$ cat config.mk
export PLATFORM = sky130hd
export DESIGN_NAME = sc_hex_scan_flat
export DESIGN_NICKNAME = d
export VERILOG_FILES = /design/src/rtl/sc_hex_scan_if.sv /design/src/rtl/sc_hex_scan.sv /design/src/flat_wrapper.sv
export SDC_FILE = /design/constraint.sdc
export NUM_CORES = 1
export LEC_CHECK = 0
export ABC_AREA = 1
export BUFFER_PORTS_ARGS = -buffer_cell sky130_fd_sc_hd__buf_2
export CAP_MARGIN = 10
export CORE_MARGIN = 1
export CORE_UTILIZATION = 25
export DETAILED_ROUTE_END_ITERATION = 8
export PLACE_DENSITY = 0.45
export SYNTH_ARGS = -nofsm -noshare
export SYNTH_HDL_FRONTEND = slang
export SYNTH_SLANG_ARGS = --single-unit
$ cat constraint.sdc
create_clock -name SC_HEXSCAN_CLOCK_50 -period 4.8 [get_ports SC_HEXSCAN_CLOCK_50]
set_input_delay 0.24 -clock SC_HEXSCAN_CLOCK_50 [delete_from_list [all_inputs] [get_ports SC_HEXSCAN_CLOCK_50]]
set_output_delay 0.24 -clock SC_HEXSCAN_CLOCK_50 [all_outputs]
set_load 0.005 [all_outputs]
$ cat src/rtl/sc_hex_scan_if.sv
// ---------------------------------------------------------------------------
// sc_hex_scan_if
// Bundle between the nibble source and the two-digit scanned display driver.
//   SC_HEXSCAN_data_InLow   [3:0]  low nibble, shown on digit 0
//   SC_HEXSCAN_data_InHigh  [3:0]  high nibble, shown on digit 1
//   SC_HEXSCAN_load_In             level, captures both nibbles into the shadow
//   SC_HEXSCAN_enable_In           1 scans the display, 0 blanks it
//   SC_HEXSCAN_suppress_In         1 blanks digit 1 when its nibble is zero
//   SC_HEXSCAN_segments_Out [6:0]  {g,f,e,d,c,b,a}
//   SC_HEXSCAN_digit_Out    [1:0]  digit selects, bit0 = digit 0
//   SC_HEXSCAN_ack_Out             one-cycle pulse on shadow -> display copy
// master drives the inputs of the display driver, slave is the driver itself.
// ---------------------------------------------------------------------------
interface sc_hex_scan_if;
   logic [3:0] SC_HEXSCAN_data_InLow;
   logic [3:0] SC_HEXSCAN_data_InHigh;
   logic       SC_HEXSCAN_load_In;
   logic       SC_HEXSCAN_enable_In;
   logic       SC_HEXSCAN_suppress_In;
   logic [6:0] SC_HEXSCAN_segments_Out;
   logic [1:0] SC_HEXSCAN_digit_Out;
   logic       SC_HEXSCAN_ack_Out;

   modport master (
      output SC_HEXSCAN_data_InLow, SC_HEXSCAN_data_InHigh, SC_HEXSCAN_load_In,
             SC_HEXSCAN_enable_In, SC_HEXSCAN_suppress_In,
      input  SC_HEXSCAN_segments_Out, SC_HEXSCAN_digit_Out, SC_HEXSCAN_ack_Out
   );

   modport slave (
      input  SC_HEXSCAN_data_InLow, SC_HEXSCAN_data_InHigh, SC_HEXSCAN_load_In,
             SC_HEXSCAN_enable_In, SC_HEXSCAN_suppress_In,
      output SC_HEXSCAN_segments_Out, SC_HEXSCAN_digit_Out, SC_HEXSCAN_ack_Out
   );
endinterface

$ cat src/rtl/sc_hex_scan.sv
// ---------------------------------------------------------------------------
// sc_hex_scan
// Double-buffered two-digit multiplexed 7-segment driver. Loads land in a
// shadow register; the shadow is copied to the display register only at a
// frame boundary so a frame never shows a torn value. A prescaled scan FSM
// lights digit 0, blanks, lights digit 1, blanks, and repeats.
// Ports:
//   SC_HEXSCAN_CLOCK_50     system clock, rising edge
//   SC_HEXSCAN_RESET_InLow  asynchronous active-low reset
//   bus                     sc_hex_scan_if.slave (nibbles, load, enable,
//                           suppress in; segments, digits, ack out)
// ---------------------------------------------------------------------------
module sc_hex_scan #(
   parameter int DIGIT_TICKS  = 50000,
   parameter int GAP_TICKS    = 8,
   parameter int CNT_WIDTH    = 16,
   parameter int COMMON_ANODE = 1
) (
   input  logic         SC_HEXSCAN_CLOCK_50,
   input  logic         SC_HEXSCAN_RESET_InLow,
   sc_hex_scan_if.slave bus
);

   typedef enum logic [2:0] {
      S_OFF = 3'd0,
      S_D0  = 3'd1,
      S_G0  = 3'd2,
      S_D1  = 3'd3,
      S_G1  = 3'd4
   } state_t;

   localparam logic [CNT_WIDTH-1:0] DIGIT_LAST = CNT_WIDTH'(DIGIT_TICKS - 1);
   localparam logic [CNT_WIDTH-1:0] GAP_LAST   = CNT_WIDTH'(GAP_TICKS - 1);
   localparam logic [CNT_WIDTH-1:0] CNT_ONE    = CNT_WIDTH'(1);
   localparam logic                 ACTIVE_LOW = (COMMON_ANODE != 0);

   state_t               state_q, state_d;
   logic [CNT_WIDTH-1:0] cnt_q, cnt_d;
   logic [7:0]           shadow_q, shadow_d;
   logic [7:0]           display_q, display_d;
   logic                 pending_q, pending_d;
   logic                 ack_q, ack_d;
   logic                 boundary_s;
   logic [6:0]           seg_on_s;
   logic [1:0]           dig_on_s;

   // Active-high hex glyph, bits {g,f,e,d,c,b,a}.
   function automatic logic [6:0] hex7(input logic [3:0] v);
      case (v)
         4'h0:    hex7 = 7'h3F;
         4'h1:    hex7 = 7'h06;
         4'h2:    hex7 = 7'h5B;
         4'h3:    hex7 = 7'h4F;
         4'h4:    hex7 = 7'h66;
         4'h5:    hex7 = 7'h6D;
         4'h6:    hex7 = 7'h7D;
         4'h7:    hex7 = 7'h07;
         4'h8:    hex7 = 7'h7F;
         4'h9:    hex7 = 7'h6F;
         4'hA:    hex7 = 7'h77;
         4'hB:    hex7 = 7'h7C;
         4'hC:    hex7 = 7'h39;
         4'hD:    hex7 = 7'h5E;
         4'hE:    hex7 = 7'h79;
         4'hF:    hex7 = 7'h71;
         default: hex7 = 7'h00;
      endcase
   endfunction

   // Scan state register.
   always_ff @(posedge SC_HEXSCAN_CLOCK_50 or negedge SC_HEXSCAN_RESET_InLow) begin
      if (!SC_HEXSCAN_RESET_InLow) begin
         state_q <= S_OFF;
      end else begin
         state_q <= state_d;
      end
   end

   // Next-state: dropping enable overrides everything; otherwise each
   // phase advances when its prescaler reaches its last tick.
   always_comb begin
      state_d = state_q;
      if (!bus.SC_HEXSCAN_enable_In) begin
         state_d = S_OFF;
      end else begin
         case (state_q)
            S_OFF:   state_d = S_D0;
            S_D0:    if (cnt_q == DIGIT_LAST) state_d = S_G0; else state_d = S_D0;
            S_G0:    if (cnt_q == GAP_LAST)   state_d = S_D1; else state_d = S_G0;
            S_D1:    if (cnt_q == DIGIT_LAST) state_d = S_G1; else state_d = S_D1;
            S_G1:    if (cnt_q == GAP_LAST)   state_d = S_D0; else state_d = S_G1;
            default: state_d = S_OFF;
         endcase
      end
   end

   // Prescaler, double buffer and transfer handshake next values.
   always_comb begin
      // S_OFF is a boundary on every cycle so a load while blanked is
      // picked up promptly; otherwise only the entry into S_D0 is.
      boundary_s = (state_q == S_OFF) || ((state_d == S_D0) && (state_q != S_D0));
      if ((state_d != state_q) || (state_q == S_OFF)) begin
         cnt_d = {CNT_WIDTH{1'b0}};
      end else begin
         cnt_d = cnt_q + CNT_ONE;
      end
      ack_d = boundary_s && pending_q;
      // The transfer uses the pre-edge shadow; a same-cycle load is kept
      // pending for the following boundary.
      if (ack_d) begin
         display_d = shadow_q;
      end else begin
         display_d = display_q;
      end
      if (bus.SC_HEXSCAN_load_In) begin
         shadow_d  = {bus.SC_HEXSCAN_data_InHigh, bus.SC_HEXSCAN_data_InLow};
         pending_d = 1'b1;
      end else if (boundary_s) begin
         shadow_d  = shadow_q;
         pending_d = 1'b0;
      end else begin
         shadow_d  = shadow_q;
         pending_d = pending_q;
      end
   end

   // Prescaler and datapath registers.
   always_ff @(posedge SC_HEXSCAN_CLOCK_50 or negedge SC_HEXSCAN_RESET_InLow) begin
      if (!SC_HEXSCAN_RESET_InLow) begin
         cnt_q     <= {CNT_WIDTH{1'b0}};
         shadow_q  <= 8'h00;
         display_q <= 8'h00;
         pending_q <= 1'b0;
         ack_q     <= 1'b0;
      end else begin
         cnt_q     <= cnt_d;
         shadow_q  <= shadow_d;
         display_q <= display_d;
         pending_q <= pending_d;
         ack_q     <= ack_d;
      end
   end

   // Moore decode of state and display register, active-high internally.
   always_comb begin
      seg_on_s = 7'h00;
      dig_on_s = 2'b00;
      case (state_q)
         S_D0: begin
            dig_on_s = 2'b01;
            seg_on_s = hex7(display_q[3:0]);
         end
         S_D1: begin
            if (bus.SC_HEXSCAN_suppress_In && (display_q[7:4] == 4'h0)) begin
               dig_on_s = 2'b00;
               seg_on_s = 7'h00;
            end else begin
               dig_on_s = 2'b10;
               seg_on_s = hex7(display_q[7:4]);
            end
         end
         default: begin
            dig_on_s = 2'b00;
            seg_on_s = 7'h00;
         end
      endcase
   end

   assign bus.SC_HEXSCAN_segments_Out = seg_on_s ^ {7{ACTIVE_LOW}};
   assign bus.SC_HEXSCAN_digit_Out    = dig_on_s ^ {2{ACTIVE_LOW}};
   assign bus.SC_HEXSCAN_ack_Out      = ack_q;

endmodule

$ cat src/flat_wrapper.sv
// flat-port wrapper written by rule: the top's interface ports become plain ports
module sc_hex_scan_flat 
#(
   parameter int DIGIT_TICKS  = 50000,
   parameter int GAP_TICKS    = 8,
   parameter int CNT_WIDTH    = 16,
   parameter int COMMON_ANODE = 1
)
  (SC_HEXSCAN_CLOCK_50, SC_HEXSCAN_RESET_InLow, bus_SC_HEXSCAN_data_InLow, bus_SC_HEXSCAN_data_InHigh, bus_SC_HEXSCAN_load_In, bus_SC_HEXSCAN_enable_In, bus_SC_HEXSCAN_suppress_In, bus_SC_HEXSCAN_segments_Out, bus_SC_HEXSCAN_digit_Out, bus_SC_HEXSCAN_ack_Out);
  sc_hex_scan_if bus_i ();
  input  logic SC_HEXSCAN_CLOCK_50;
  input  logic SC_HEXSCAN_RESET_InLow;
  input wire logic [$bits(bus_i.SC_HEXSCAN_data_InLow)-1:0] bus_SC_HEXSCAN_data_InLow;
  input wire logic [$bits(bus_i.SC_HEXSCAN_data_InHigh)-1:0] bus_SC_HEXSCAN_data_InHigh;
  input wire logic [$bits(bus_i.SC_HEXSCAN_load_In)-1:0] bus_SC_HEXSCAN_load_In;
  input wire logic [$bits(bus_i.SC_HEXSCAN_enable_In)-1:0] bus_SC_HEXSCAN_enable_In;
  input wire logic [$bits(bus_i.SC_HEXSCAN_suppress_In)-1:0] bus_SC_HEXSCAN_suppress_In;
  output wire logic [$bits(bus_i.SC_HEXSCAN_segments_Out)-1:0] bus_SC_HEXSCAN_segments_Out;
  output wire logic [$bits(bus_i.SC_HEXSCAN_digit_Out)-1:0] bus_SC_HEXSCAN_digit_Out;
  output wire logic [$bits(bus_i.SC_HEXSCAN_ack_Out)-1:0] bus_SC_HEXSCAN_ack_Out;
  assign bus_i.SC_HEXSCAN_data_InLow = bus_SC_HEXSCAN_data_InLow;
  assign bus_i.SC_HEXSCAN_data_InHigh = bus_SC_HEXSCAN_data_InHigh;
  assign bus_i.SC_HEXSCAN_load_In = bus_SC_HEXSCAN_load_In;
  assign bus_i.SC_HEXSCAN_enable_In = bus_SC_HEXSCAN_enable_In;
  assign bus_i.SC_HEXSCAN_suppress_In = bus_SC_HEXSCAN_suppress_In;
  assign bus_SC_HEXSCAN_segments_Out = bus_i.SC_HEXSCAN_segments_Out;
  assign bus_SC_HEXSCAN_digit_Out = bus_i.SC_HEXSCAN_digit_Out;
  assign bus_SC_HEXSCAN_ack_Out = bus_i.SC_HEXSCAN_ack_Out;
  sc_hex_scan #(.DIGIT_TICKS(DIGIT_TICKS), .GAP_TICKS(GAP_TICKS), .CNT_WIDTH(CNT_WIDTH), .COMMON_ANODE(COMMON_ANODE)) u_core (.SC_HEXSCAN_CLOCK_50(SC_HEXSCAN_CLOCK_50), .SC_HEXSCAN_RESET_InLow(SC_HEXSCAN_RESET_InLow), .bus(bus_i));
endmodule
==> impl_metrics.yaml, run 1 <==
outcome:
  outcome: "complete, no violations"
clock_network:
  cts_buffers: 5
  cts_tree: "built"
  ctsResizeCount: 0
  cts.clk_slew.worst_paths_ns: 0.08
  clockRootBuffer: "clkbuf_8"
  htreeDepth: 2
  postCtsHoldBufs: 0
  post_cts.repair.setup_buffers: 0
  clk-insertion-delay-late_ns: 0.29
  clockBufferDepth: 2
  clkSinkCount: 37
global_route:
  grt_start_max_net_pins: 38
  grt_use_total: 0.114
  grt_pass1_wl_um: 8890
  grt_pass1_vias: 1959
  antenna_found_initial: 0
  grt_overflow: 0
logic_synthesis:
  yosys_warnings: 0
  avgSynthCellArea_um2: 7.53
  synth_cell_types: 30
  synth_area_mm2: 0.00231
  synth_cells: 307
  synth_nets: 331
  synth-seq-cells: 37
  ys_seq_area_frac: 0.401
power_and_ir_drop:
  p_int_mw: 0.561
  p_comb_frac: 0.198
  power_frac_seq: 0.451
  p_sw_mw: 0.248
  power.leakage_nw: 1.30
  ir_worst_vdd_uv: 104
  clockPowerShare: 0.351
  swShare: 0.306
  p_per_area_mw_per_mm2: 306
setup_path:
  crit_path_end_kind: "primary output"
  arrival_ns: 2.05
  r2r-start: "u_core.state_q[2]"
  rr_endpoint: "u_core.cnt_q[3]"
  critPathLaunchType: "flip-flop"
  worstPathMaxFanout: 6
  crit_type: "reg -> out"
  r2r_slack_ns: 2.88
  critPathRequiredTime_ns: 4.56
  ff2ff_path_depth: 11
routing:
  wl_met3_um: 119
  top_layer_used: "met4"
  wl_met1_um: 2650
  wl_met2_um: 2060
  initialDrtViolationCount: 61
  routed_wl_um: 4910
  first_pass_iters: 4
  avgViaCountPerCell: 4.41
  final_antenna_net_count: 0
  routedWlPerCell_um: 11.2
  post-route-drc-count: 0
  vias: 1935
floorplan:
  die_area_mm2: 0.00963
  initial_core_util: 0.261
  die_w_um: 98.1
  chipHeight_um: 98.1
  num_rows: 34
  pin_count: 23
  core-area_mm2: 0.00885
placed_design:
  place_area_mm2: 0.00252
  dp_hpwl_um: 3700
  io_buffers: 22
  gp_congestion: 0.773
cells_and_area:
  fillCellCount: 967
  drive_gt1_frac: 0.166
  stdcell_area_mm2: 0.00264
  final_cell_mix: "81 x nand2_1, 37 x nor2_1, 37 x dfrtp_1"
  syn_to_final_growth_pct: 14.3
  layout_commonest_cell: "nand2_1"
  nets: 354
  num_antenna_cells: 0
sta:
  rsz0062_at_grt: "false"
  finalHoldViolCount: 0
  fmax_ghz: 0.438
  period_needed_ns: 2.29
  worst_pin_slew_ns: 0.839
  setup_violations: 0
  skew_ns: 0.00542
  drv_slew: 0
  final.setup.tns_ns: 0
  relSlewSlack: 0.440
  finalCritPeriodShare: 0.476
min_path:
  min_path_type: "in -> async"
flow_run:
  cap_violations: 0
registers in the layout, indices dropped and copies added (netlist names):
signal,flops
u_core.shadow_q,8
u_core.cnt_q,16
u_core.state_q,3
u_core.display_q,8
u_core.bus.SC_HEXSCAN_ack_Out,1
u_core.pending_q,1
routing by layer:
metal	track usage	vias to the layer above
li1	-	1037
met2	0.177	29
met1	0.157	865
met3	0.0179	4
met5	0	-
met4	0.0517	0
per-stage QoR:
step | utilization | power (mW) | worst slack (ns) | std cells | hold slack, ns
final | 0.299 | 0.809 | 2.51 | 439 | 0.0471
after global routing | 0.299 | 0.862 | 2.33 | 439 | 0.109
after CTS | 0.299 | 0.820 | 2.49 | 439 | 0.0830
after detailed placement | 0.285 | 0.531 | 2.83 | 431 | 0.400
after global placement | 0.285 | 0.531 | 2.78 | 431 | 0.396
after floorplan | - | 0.478 | 3.11 | 307 | -0.0556
critical path: stages (launching register included):
cell and delay [ns]:
dfrtp_1 0.41, inv_2 0.11, nand2_1 0.07, nor2_1 0.37
inv_1 0.22, o41ai_1 0.39, inv_1 0.06, buf_2 0.13
layout make-up:
class,instances,area (µm²),area share
multi-input combinational,229,1220,0.462
sequential,37,926,0.350
tap,108,135,0.0511
inverter,35,131,0.0497
timing repair buffer,22,110,0.0417
clock buffer,6,82.6,0.0313
clock inverter,2,37.5,0.0142
synth_stat cells:
cell type	number	area, µm²
nor2_1	37	139
inv_1	30	113
o2111ai_1	1	8.76
nand3_4	1	17.5
ha_1	11	138
or2_2	1	6.26
o41ai_1	1	8.76
nand3_1	30	150
o211ai_1	4	30.0
clkinv_1	2	7.51
o21ai_2	1	8.76
dfrtp_1	37	926
buf_8	1	15.0
o21ai_0	7	35.0
nor3_1	1	5.00
a31oi_1	5	31.3
nand2_2	6	37.5
nand2_1	81	304
a32oi_1	3	26.3
inv_2	3	11.3
nor2_2	12	75.1
xor2_1	9	78.8
nand3b_1	1	7.51
a311oi_1	1	8.76
nand3_2	1	10.0
clkbuf_1	5	18.8
nand4_1	4	25.0
xnor2_1	3	26.3
a21oi_1	7	35.0
a211oi_1	1	7.51
power groups by stage:
| stage | clock network (mW) | logic (mW) | registers, mW |
|---|---|---|---|
| after detailed placement | 0 | 0.161 | 0.370 |
| after global routing | 0.306 | 0.186 | 0.369 |
| after global placement | 0 | 0.162 | 0.370 |
| final | 0.284 | 0.160 | 0.365 |
| after floorplan | 0 | 0.126 | 0.352 |
| after CTS | 0.294 | 0.162 | 0.364 |
kinds of logic after synthesis:
family | count (synthesis) | synth area share
compound gates | 31 | 0.0866
xor+xnor | 12 | 0.0455
buf+inv | 41 | 0.0715
flops | 37 | 0.401
simple gates | 175 | 0.336
fa+ha+maj | 11 | 0.0596
worst max-delay path by stage:
stage / to / slack, ns / from / cells after the start
global placement: bus_SC_HEXSCAN_segments_Out[3] / 2.78 / u_core.state_q[2] / 7
detailed placement: bus_SC_HEXSCAN_segments_Out[3] / 2.83 / u_core.state_q[2] / 7
global route: bus_SC_HEXSCAN_segments_Out[3] / 2.33 / u_core.state_q[2] / 7
finish: bus_SC_HEXSCAN_segments_Out[3] / 2.51 / u_core.state_q[2] / 7
floorplan: u_core.display_q[3] / 3.11 / u_core.cnt_q[0] / 11
CTS: bus_SC_HEXSCAN_segments_Out[3] / 2.49 / u_core.state_q[2] / 7
(Power assumes the default switching activity.)
==> run 2: changes to the inputs <==
==> constraint.sdc (replaced) <==
create_clock -name SC_HEXSCAN_CLOCK_50 -period 2.2 [get_ports SC_HEXSCAN_CLOCK_50]
set_input_delay 0.11 -clock SC_HEXSCAN_CLOCK_50 [delete_from_list [all_inputs] [get_ports SC_HEXSCAN_CLOCK_50]]
set_output_delay 0.11 -clock SC_HEXSCAN_CLOCK_50 [all_outputs]
set_load 0.005 [all_outputs]
==> run 2 against run 1 <==
Net effect: worst hold slack worse by 0.032 ns; sequential power up 120%; critical endpoint unchanged; wire length down 0.16%; non-clock buffer count up 2.
==> impl_metrics.yaml, run 2 (synthesis gave the netlist of run 1 again) <==
outcome:
  outcome: "complete, no violations"
clock_network:
  clockBufferDepth: 2
  clkSinkCount: 37
  clockRootBuffer: "clkbuf_8"
  cts_buffers: 5
  clk-insertion-delay-late_ns: 0.29
  cts_tree: "built"
  post_cts.repair.setup_buffers: 0
  htreeDepth: 2
  ctsResizeCount: 0
  cts.clk_slew.worst_paths_ns: 0.07
setup_path:
  worstPathMaxFanout: 5
  arrival_ns: 1.84
  crit_type: "reg -> out"
  critPathLaunchType: "flip-flop"
  critPathRequiredTime_ns: 2.09
  crit_path_end_kind: "primary output"
  r2r-start: "u_core.cnt_q[0]"
  rr_endpoint: "u_core.display_q[3]"
  ff2ff_path_depth: 11
  r2r_slack_ns: 0.26
cells_and_area:
  largestRegisters: "u_core.cnt_q x16, u_core.display_q x8, u_core.shadow_q x8"
  syn_to_final_growth_pct: 13.5
  largest_register_ffs: 16
  layout_commonest_cell: "nand2_1"
  final_cell_mix: "81 x nand2_1, 37 x nor2_1, 37 x dfrtp_1"
  regMostFlops: "u_core.cnt_q"
  drive_gt1_frac: 0.165
  nets: 356
  num_antenna_cells: 0
placed_design:
  preCtsSetupSlack_ns: 0.260
  io_buffers: 22
  gp_congestion: 0.780
  dp_hpwl_um: 3720
sta:
  finalHoldViolCount: 0
  hold_ws_ns: 0.0146
  rsz0062_at_grt: "false"
  relSlewSlack: 0.453
  period_needed_ns: 1.95
  finalCritPeriodShare: 0.888
  skew_ns: 0.00772
  setup_ws_ns: 0.246
  final.setup.tns_ns: 0
  fmax_ghz: 0.512
  worst_pin_slew_ns: 0.821
  drv_slew: 0
  setup_violations: 0
min_path:
  min_path_type: "in -> reg"
  min_path_cells: 3
  whs_endpoint: "u_core.shadow_q[3]"
  min_from: "bus_SC_HEXSCAN_data_InLow[3]"
routing:
  routed_wl_um: 4900
  final_antenna_net_count: 0
  vias: 2003
  post-route-drc-count: 0
  avgViaCountPerCell: 4.54
  routedWlPerCell_um: 11.1
  initialDrtViolationCount: 99
  first_pass_iters: 4
global_route:
  antenna_found_initial: 0
  grt_pass1_wl_um: 8650
  grt_start_max_net_pins: 38
  grt_overflow: 0
  grt_pass1_vias: 1870
  grt_use_total: 0.111
power_and_ir_drop:
  ir_worst_vdd_uv: 243
  p_per_area_mw_per_mm2: 615
  power.leakage_nw: 1.29
flow_run:
  cap_violations: 0
floorplan:
  core-area_mm2: 0.00885
  die_w_um: 98.1
  chipHeight_um: 98.1
  num_rows: 34
  pin_count: 23
  initial_core_util: 0.261
  die_area_mm2: 0.00963
run 2: cell count changes in the layout (fill, tap and decap cells not counted):
cell	before	now
buf_4	0	1
bufinv_16	1	0
clkbuf_1	0	1
clkbuf_8	6	5
clkinv_2	0	2
clkinvlp_4	1	0
dlygate4sd3_1	0	1
run 2: critical path: stages, from the launching register on:
cell and delay [ns]:
dfrtp_1 0.42, inv_2 0.11, nand2_1 0.07, nor2_1 0.15, buf_4 0.16, inv_1 0.11
o41ai_1 0.35, inv_1 0.06, buf_2 0.13
run 2: per-layer routing:
layer	share of wire	GRT usage
met1	0.53	0.157
met4	0.018	0.0459
met2	0.41	0.164
met5	0	0
met3	0.033	0.0229
run 2: power breakdown:
| group | internal, mW | total, mW | switching, mW |
|---|---|---|---|
| clock | 0.220 | 0.463 | 0.243 |
| combinational | 0.133 | 0.353 | 0.219 |
| sequential | 0.726 | 0.797 | 0.0709 |
| total | 1.08 | 1.61 | 0.534 |
run 2: final cells by class:
type                    count  area [µm²]
flip-flops and latches     37         926
clock buffers               6        72.6
clock inverters             2        10.0
well taps                 108         135
fillers                  1002        6230
inverters                  35         131
repair buffers             24         128
multi-input cells         229        1220
run 2: metrics by stage:
step	util	power (mW)	area, µm²	instances
detailed placement	0.286	1.16	2530	432
floorplan	-	1.04	2310	307
CTS	0.296	1.63	2620	441
global route	0.296	1.73	2620	441
finish	0.296	1.61	2620	441
global placement	0.286	1.16	2530	432
run 2: repair_timing:
item / 4_1_cts / 5_1_grt
hold buffers: 1 / 0
hold endpoints to repair: 37 / 0
setup endpoints to repair: 0 / 0
run 2: worst max path at each step:
stage / from / end / slack (ns)
after floorplan: u_core.cnt_q[0] / u_core.display_q[3] / 0.51
after global placement: u_core.cnt_q[0] / u_core.display_q[7] / 0.29
after detailed placement: u_core.cnt_q[0] / u_core.display_q[3] / 0.26
after CTS: u_core.state_q[2] / bus_SC_HEXSCAN_segments_Out[3] / 0.22
after global routing: u_core.cnt_q[0] / u_core.display_q[3] / 0.04
final: u_core.state_q[2] / bus_SC_HEXSCAN_segments_Out[3] / 0.25
